## src/rtl/seven_seg_pkg.sv

```systemverilog
// seven_seg_pkg
//   Shared constants and types for the seven-segment scanner slice.
//   Segment patterns are {g,f,e,d,c,b,a}, active-low; anodes are active-low.
//   Contents: SEG_0..SEG_9, SEG_DASH, SEG_OFF, AN_OFF, idx_t, slot_t,
//   an_select() helper (digit index -> active-low one-hot anode pattern).
package seven_seg_pkg;

   localparam logic [6:0] SEG_0    = 7'h40;
   localparam logic [6:0] SEG_1    = 7'h79;
   localparam logic [6:0] SEG_2    = 7'h24;
   localparam logic [6:0] SEG_3    = 7'h30;
   localparam logic [6:0] SEG_4    = 7'h19;
   localparam logic [6:0] SEG_5    = 7'h12;
   localparam logic [6:0] SEG_6    = 7'h02;
   localparam logic [6:0] SEG_7    = 7'h78;
   localparam logic [6:0] SEG_8    = 7'h00;
   localparam logic [6:0] SEG_9    = 7'h10;
   localparam logic [6:0] SEG_DASH = 7'h3F;
   localparam logic [6:0] SEG_OFF  = 7'h7F;

   localparam logic [3:0] AN_OFF   = 4'hF;

   // Digit index: 0 = min0 (rightmost) .. 3 = hr1 (leftmost)
   typedef logic [1:0] idx_t;

   // Per-slot phase: anodes dark (anti-ghosting gap) or digit lit
   typedef enum logic {
      SLOT_BLANK = 1'b0,
      SLOT_ON    = 1'b1
   } slot_t;

   // Active-low anode pattern selecting exactly one digit
   function automatic logic [3:0] an_select(input idx_t idx);
      logic [3:0] an;
      case (idx)
         2'd0:    an = 4'b1110;
         2'd1:    an = 4'b1101;
         2'd2:    an = 4'b1011;
         2'd3:    an = 4'b0111;
         default: an = AN_OFF;
      endcase
      return an;
   endfunction

endpackage

```

## src/rtl/seven_seg_scanner_if.sv

```systemverilog
// seven_seg_scanner_if
//   Bundles the BCD time digits and the display pins of the scanner.
//   hr1, hr0, min1, min0 : 4-bit BCD digits from the timekeeping side
//   seg                  : 7-bit active-low segments {g,f,e,d,c,b,a}
//   an                   : 4-bit active-low anodes, an[0] = rightmost digit
//   dp                   : active-low decimal point (hr/min separator)
//   master: timekeeping/observer side; slave: the scanner.
interface seven_seg_scanner_if;
   logic [3:0] hr1;
   logic [3:0] hr0;
   logic [3:0] min1;
   logic [3:0] min0;
   logic [6:0] seg;
   logic [3:0] an;
   logic       dp;

   modport master (
      output hr1, hr0, min1, min0,
      input  seg, an, dp
   );

   modport slave (
      input  hr1, hr0, min1, min0,
      output seg, an, dp
   );
endinterface

```

## src/rtl/seg7_decode.sv

```systemverilog
// seg7_decode
//   Combinational 4-bit code to 7-segment (active-low) decoder.
//   Codes 0..9 give the decimal digit; 10..15 give a dash.
//   code : 4-bit digit value in
//   seg  : 7-bit active-low segments {g,f,e,d,c,b,a} out
module seg7_decode
   import seven_seg_pkg::*;
(
   input  logic [3:0] code,
   output logic [6:0] seg
);

   // Digit table lookup
   always_comb begin
      seg = SEG_DASH;
      case (code)
         4'd0:    seg = SEG_0;
         4'd1:    seg = SEG_1;
         4'd2:    seg = SEG_2;
         4'd3:    seg = SEG_3;
         4'd4:    seg = SEG_4;
         4'd5:    seg = SEG_5;
         4'd6:    seg = SEG_6;
         4'd7:    seg = SEG_7;
         4'd8:    seg = SEG_8;
         4'd9:    seg = SEG_9;
         default: seg = SEG_DASH;
      endcase
   end

endmodule

```

## src/rtl/seven_seg_scanner.sv

```systemverilog
// seven_seg_scanner
//   Time-multiplexes the four BCD time digits onto a common-anode 4-digit
//   7-segment display. A tear-free snapshot of the digits is taken at the
//   last cycle of each frame, and every digit slot starts with BLANK_CYC
//   cycles of all anodes off to suppress ghosting.
//   Parameters: SCAN_DIV  clk cycles per digit slot (2..2^20)
//               BLANK_CYC dark cycles at slot start (< SCAN_DIV)
//   Ports: clk   system clock, rising edge
//          reset asynchronous, active-high
//          io    seven_seg_scanner_if.slave (digits in, seg/an/dp out)
//   Build option: SEVEN_SEG_LZB_EN -- when defined, a zero hour-tens digit
//   is left dark instead of showing "0".
module seven_seg_scanner
   import seven_seg_pkg::*;
#(
   parameter int unsigned SCAN_DIV  = 50000,
   parameter int unsigned BLANK_CYC = 4
)(
   input  logic                clk,
   input  logic                reset,
   seven_seg_scanner_if.slave  io
);

   // 20 bits covers the largest legal prescaler value (2^20 - 1)
   localparam int unsigned  P_W     = 20;
   localparam logic [P_W-1:0] P_LAST  = P_W'(SCAN_DIV - 1);
   localparam logic [P_W-1:0] P_BLANK = P_W'(BLANK_CYC);
   // With no blank gap, the slot is lit from p==0, including right after reset
   localparam slot_t SLOT_RST = (BLANK_CYC == 0) ? SLOT_ON : SLOT_BLANK;

   logic [P_W-1:0] p_r;
   logic [P_W-1:0] p_nxt_s;
   logic           wrap_s;
   idx_t           idx_r;
   logic [15:0]    snap_r;
   slot_t          slot_r;
   slot_t          slot_nxt_s;
   logic [3:0]     digit_s;
   logic [6:0]     seg_dec_s;
   logic [3:0]     an_nxt_s;
   logic [6:0]     seg_nxt_s;
   logic           dp_nxt_s;
   logic [3:0]     an_r;
   logic [6:0]     seg_r;
   logic           dp_r;

   assign wrap_s  = (p_r == P_LAST);
   assign p_nxt_s = wrap_s ? {P_W{1'b0}} : (p_r + {{(P_W-1){1'b0}}, 1'b1});

   // Prescaler and digit index; idx steps on the same edge p wraps to 0
   always_ff @(posedge clk or posedge reset) begin
      if (reset) begin
         p_r   <= {P_W{1'b0}};
         idx_r <= 2'd0;
      end else begin
         p_r <= p_nxt_s;
         if (wrap_s) begin
            idx_r <= idx_r + 2'd1;
         end else begin
            idx_r <= idx_r;
         end
      end
   end

   // Frame snapshot, taken on the final cycle of the idx3 slot
   always_ff @(posedge clk or posedge reset) begin
      if (reset) begin
         snap_r <= 16'h0000;
      end else if (wrap_s && (idx_r == 2'd3)) begin
         snap_r <= {io.hr1, io.hr0, io.min1, io.min0};
      end else begin
         snap_r <= snap_r;
      end
   end

   // Slot FSM state register; slot_r always reflects the phase of the current p_r
   always_ff @(posedge clk or posedge reset) begin
      if (reset) begin
         slot_r <= SLOT_RST;
      end else begin
         slot_r <= slot_nxt_s;
      end
   end

   // Slot FSM next state, evaluated against the prescaler value of the next cycle
   always_comb begin
      slot_nxt_s = slot_r;
      case (slot_r)
         SLOT_BLANK: begin
            if (p_nxt_s >= P_BLANK) begin
               slot_nxt_s = SLOT_ON;
            end else begin
               slot_nxt_s = SLOT_BLANK;
            end
         end
         SLOT_ON: begin
            if (wrap_s && (P_BLANK != {P_W{1'b0}})) begin
               slot_nxt_s = SLOT_BLANK;
            end else begin
               slot_nxt_s = SLOT_ON;
            end
         end
         default: slot_nxt_s = SLOT_RST;
      endcase
   end

   // Snapshot nibble for the digit currently being scanned
   always_comb begin
      digit_s = 4'd0;
      case (idx_r)
         2'd0:    digit_s = snap_r[3:0];
         2'd1:    digit_s = snap_r[7:4];
         2'd2:    digit_s = snap_r[11:8];
         2'd3:    digit_s = snap_r[15:12];
         default: digit_s = 4'd0;
      endcase
   end

   seg7_decode u_decode (
      .code (digit_s),
      .seg  (seg_dec_s)
   );

   // Pin values for the current (idx, slot); registered below
   always_comb begin
      an_nxt_s  = AN_OFF;
      seg_nxt_s = SEG_OFF;
      dp_nxt_s  = 1'b1;
      if (slot_r == SLOT_ON) begin
         an_nxt_s  = an_select(idx_r);
         seg_nxt_s = seg_dec_s;
         dp_nxt_s  = (idx_r == 2'd2) ? 1'b0 : 1'b1;
`ifdef SEVEN_SEG_LZB_EN
         // Leading hour zero stays dark; dp is never on in idx3 anyway
         if ((idx_r == 2'd3) && (snap_r[15:12] == 4'd0)) begin
            an_nxt_s  = AN_OFF;
            seg_nxt_s = SEG_OFF;
         end else begin
            an_nxt_s  = an_nxt_s;
            seg_nxt_s = seg_nxt_s;
         end
`endif
      end else begin
         an_nxt_s  = AN_OFF;
         seg_nxt_s = SEG_OFF;
         dp_nxt_s  = 1'b1;
      end
   end

   // Output registers
   always_ff @(posedge clk or posedge reset) begin
      if (reset) begin
         an_r  <= AN_OFF;
         seg_r <= SEG_OFF;
         dp_r  <= 1'b1;
      end else begin
         an_r  <= an_nxt_s;
         seg_r <= seg_nxt_s;
         dp_r  <= dp_nxt_s;
      end
   end

   assign io.an  = an_r;
   assign io.seg = seg_r;
   assign io.dp  = dp_r;

endmodule
```

## src/flat_wrapper.sv

```systemverilog
// flat-port wrapper written by rule: the top's interface ports become plain ports
module seven_seg_scanner_flat import seven_seg_pkg::*;
#(
   parameter int unsigned SCAN_DIV  = 50000,
   parameter int unsigned BLANK_CYC = 4
)
  (clk, reset, io_hr1, io_hr0, io_min1, io_min0, io_seg, io_an, io_dp);
  seven_seg_scanner_if io_i ();
  input  logic clk;
  input  logic reset;
  input wire logic [$bits(io_i.hr1)-1:0] io_hr1;
  input wire logic [$bits(io_i.hr0)-1:0] io_hr0;
  input wire logic [$bits(io_i.min1)-1:0] io_min1;
  input wire logic [$bits(io_i.min0)-1:0] io_min0;
  output wire logic [$bits(io_i.seg)-1:0] io_seg;
  output wire logic [$bits(io_i.an)-1:0] io_an;
  output wire logic [$bits(io_i.dp)-1:0] io_dp;
  assign io_i.hr1 = io_hr1;
  assign io_i.hr0 = io_hr0;
  assign io_i.min1 = io_min1;
  assign io_i.min0 = io_min0;
  assign io_seg = io_i.seg;
  assign io_an = io_i.an;
  assign io_dp = io_i.dp;
  seven_seg_scanner #(.SCAN_DIV(SCAN_DIV), .BLANK_CYC(BLANK_CYC)) u_core (.clk(clk), .reset(reset), .io(io_i));
endmodule
```

## config.mk

```make
export PLATFORM = sky130hd
export DESIGN_NAME = seven_seg_scanner_flat
export DESIGN_NICKNAME = d
export VERILOG_FILES = /design/src/rtl/seven_seg_pkg.sv /design/src/rtl/seven_seg_scanner_if.sv /design/src/rtl/seg7_decode.sv /design/src/rtl/seven_seg_scanner.sv /design/src/flat_wrapper.sv
export SDC_FILE = /design/constraint.sdc
export NUM_CORES = 1
export LEC_CHECK = 0
export ABC_AREA = 0
export CELL_PAD_IN_SITES_DETAIL_PLACEMENT = 2
export CELL_PAD_IN_SITES_GLOBAL_PLACEMENT = 2
export CORE_ASPECT_RATIO = 0.9
export CORE_MARGIN = 2
export CORE_UTILIZATION = 37
export CTS_BUF_LIST = sky130_fd_sc_hd__clkbuf_4 sky130_fd_sc_hd__clkbuf_8 sky130_fd_sc_hd__clkbuf_16
export CTS_CLUSTER_SIZE = 16
export DETAILED_ROUTE_END_ITERATION = 7
export GPL_ROUTABILITY_DRIVEN = 0
export MAX_ROUTING_LAYER = met4
export PLACE_DENSITY_LB_ADDON = 0.1
export SLEW_MARGIN = 20
export SYNTH_ARGS = -nofsm -noshare
export SYNTH_HDL_FRONTEND = slang
export SYNTH_SLANG_ARGS = --single-unit
```

## constraint.sdc

```tcl
create_clock -name clk -period 2.8 [get_ports clk]
set_clock_uncertainty 0.1 [all_clocks]
set_input_delay 0.56 -clock clk [delete_from_list [all_inputs] [get_ports clk]]
set_output_delay 0.56 -clock clk [all_outputs]
set_load 0.02 [all_outputs]
```

==> impl_metrics.tcl <==
set metrics [dict create \
    grt_setup_unrepaired "false" \
    cts_hold_buffers 0 \
    vias 1873 \
    clk_path_buf_depth 2 \
    rrSetupSlack_ns 0.22 \
    ys_ff_latch 50 \
    worstSetupStartpointType "flop" \
    outcome "finished clean" \
    critPathRequiredTime_ns 2.93 \
    io_pins 30 \
    first_global_vias 2114 \
    endpoint_kind "flop" \
    clock-sinks 50 \
    cap_violations 0 \
    antenna_left 0 \
    max_slew_margin 0.542 \
    drt_first_pass_iters 4 \
    slew_viol_final 0 \
    worstMarginPinSlew_ns 0.681 \
    swShare 0.257 \
    hp-start "u_core.snap_r[3]" \
    synth_top_family_by_area "simple AND/OR/NAND/NOR gates" \
    crit_path_max_fanout 6 \
    synth_edf_count 0 \
    timing.hold.ws_ns 0.411 \
    synth_compound_area_frac 0.0734 \
    crit_arrival_ns 2.71 \
    fillers 737 \
    p_leak_nw 1.36 \
    die_x_um 93.7 \
    synthDistinctLibCells 49 \
    p_int_mw 0.995 \
    clkTransAtPathRegs_ns 0.11 \
    hold-path-cell-count 1 \
    finalHoldViolCount 0 \
    cts_inserted_buffers 5 \
    grt.overflow.total 0 \
    yosys.area_share.simple 0.204 \
    critical_path_class "flop to flop" \
    p_seq_frac 0.567 \
    route.detailed.drc 0 \
    finalSetupViolations 0 \
    min_period_ns 2.58 \
    clockPowerShare 0.349 \
    cts_max_level 2 \
    viasPerCell 5.23 \
    wl_per_cell_um 17.7 \
    fin_crit_sh 0.922 \
    drtIter0Drc 102 \
    cts_tree "done" \
    track_usage 0.184 \
    yosys-mux-area-fraction 0.0888 \
    timing.rr.end "u_core.io.seg[0]" \
    tns_ns 0 \
    clock_latency_ns 0.32 \
    p_per_area_nw_per_um2 429 \
    start_util 0.380 \
    die_y_um 84.7 \
    seq_area_frac_synth 0.473 \
    area_delta_synth_final_pct 16.5 \
    n_antenna_cell 0 \
    wl_mm 6.33 \
    num_rows 29 \
    syn_avg_cell_area_um2 11.2 \
    ys_dominant_reg_cell "dfrtp_1" \
    yosysTopAreaCellShare 0.365 \
    synthesis.area_um2 2680 \
    yosys-top-cells-area "dfrtp_1 36%, dfstp_2 11%, mux2_4 5.6%" \
    design.core.area_um2 7040 \
    synthAdderAreaFrac 0.0468 \
    dpl.hpwl_mm 4.79 \
    switchingPower_mw 0.344 \
    finalNetCount 292 \
    async_flop_share 1.00 \
    grt_first_pass_wirelength_mm 11.1 \
    yosys.area.top_type "dfrtp_1" \
    rr_worst_depth 9 \
    io_buffers 29 \
    max_freq_mhz 387 \
    synthCells 238 \
    root_buffer "clkbuf_8" \
    die_area_um2 7930 \
    ir_drop_v 0.000245 \
    hold_class "flop to flop" \
    antenna_found_initial 0 \
    power_mw 1.34 \
    hold_end "u_core.snap_r[3]" \
    r2r_start "u_core.idx_r[0]" \
    p_comb_frac 0.084 \
    drive_gt1_frac 0.192 \
    synth_xor_area_frac 0.0683 \
    grt_max_degree 20 \
    yosysWarnings 0 \
    syn_nets 266 \
]
cells by family after synthesis:
group / count (synthesis)
XOR/XNOR: 20
buffers and inverters: 24
AO/OA/AOI/OAI: 31
flip-flops: 50
AND/OR/NAND/NOR: 85
adder cells (fa/ha/maj): 10
multiplexers: 18
power groups by stage:
stage | clock, mW | combinational, mW | sequential [mW]
floorplan | 0 | 0.0470 | 0.780
global placement | 0 | 0.112 | 0.772
detailed placement | 0 | 0.115 | 0.773
CTS | 0.485 | 0.116 | 0.759
global route | 0.507 | 0.126 | 0.761
finish | 0.467 | 0.113 | 0.759
cells in the final DEF (no fill, tap or decap), types with 4 or more instances in the layout:
cell type,n
nand2_1,17
dfstp_2,11
nand3_1,10
clkbuf_8,5
mux2_4,10
a21oi_1,6
nor4_1,4
clkdlybuf4s50_1,29
xnor2_1,13
and3_1,4
nor2_1,22
dfrtp_1,39
inv_1,8
ha_1,10
mux2_1,5
xor2_1,6
o21ai_0,5
o21ai_1,6
worst max-delay path, cell delays in order, from the launching register on:
cell      delay, ns
dfrtp_1        0.44
ha_1           0.33
a222oi_1       0.45
nand2_1        0.13
o21ai_1        0.21
inv_1          0.12
ha_1           0.21
or2_1          0.23
a21oi_1        0.19
o21ai_1        0.10
layer usage:
metal	share of wire	GRT usage	vias up
li1	-	-	881
met1	0.51	0.260	964
met2	0.46	0.283	23
met3	0.018	0.0269	5
met4	0.0092	0.0395	0
met5	0	-	-
repair_timing:
item                                    in CTS  in global routing
endpoints found under the setup margin       0                  2
buffers inserted                             0                  0
hold endpoints to repair                     0                  0
resized for setup                            0                  1
area by class of cell:
type	instances	area (um2)	share of cell area
clock inverter	3	26.3	0.00843
clock buffer	5	68.8	0.0221
tap	93	116	0.0373
sequential	50	1260	0.406
timing repair buffer	32	313	0.100
inverter	11	41.3	0.0132
multi-input combinational	164	1290	0.413
stage by stage:
step | util | cells | setup WS, ns | cell area [um2]
2_1_floorplan | - | 238 | 0.599 | 2680
3_3_place_gp | 0.429 | 350 | 0.376 | 3020
3_5_place_dp | 0.429 | 350 | 0.198 | 3020
4_1_cts | 0.443 | 358 | 0.127 | 3120
5_1_grt | 0.443 | 358 | 0.00191 | 3120
6_report | 0.443 | 358 | 0.218 | 3120
Yosys cell counts (2+ instances only):
library cell and instances:
o21ai_0 6, mux2i_1 2, nor4_4 3, and4_1 2, o22ai_1 2, a21oi_1 6
xnor2_1 13, buf_4 6, nand3_1 10, ha_1 10, nand4_1 2, nand4_4 2
nand2b_1 2, nor4_2 2, buf_2 3, a31oi_1 2, mux2_4 10, a222oi_1 3
or3_1 2, nand2_1 17, nor3_1 3, dfrtp_1 39, inv_1 9, o21ai_1 5
a21oi_2 2, dfstp_2 11, a22oi_1 3, clkbuf_1 3, and3_1 4, nor4_1 4
nor2_1 22, xor2_1 6, nand3_2 2, mux2_1 5
flip-flops by register name, summed over array words and instances (netlist names):
signal,cells
u_core.slot_r,1
u_core.idx_r,2
u_core.io.an,3
u_core.p_r,20
u_core.snap_r,16
u_core.io.dp,1
u_core.io.seg,7
worst max path at each step:
stage	startpoint	end	slack, ns
2_1_floorplan	u_core.idx_r[0]	u_core.io.seg[0]	0.60
3_3_place_gp	u_core.idx_r[0]	u_core.io.seg[3]	0.38
3_5_place_dp	u_core.idx_r[0]	u_core.io.seg[0]	0.20
4_1_cts	u_core.idx_r[0]	u_core.io.seg[0]	0.13
5_1_grt	u_core.idx_r[0]	u_core.io.seg[0]	0.002
6_report	u_core.idx_r[0]	u_core.io.seg[0]	0.22
(Power assumes the default switching activity.)
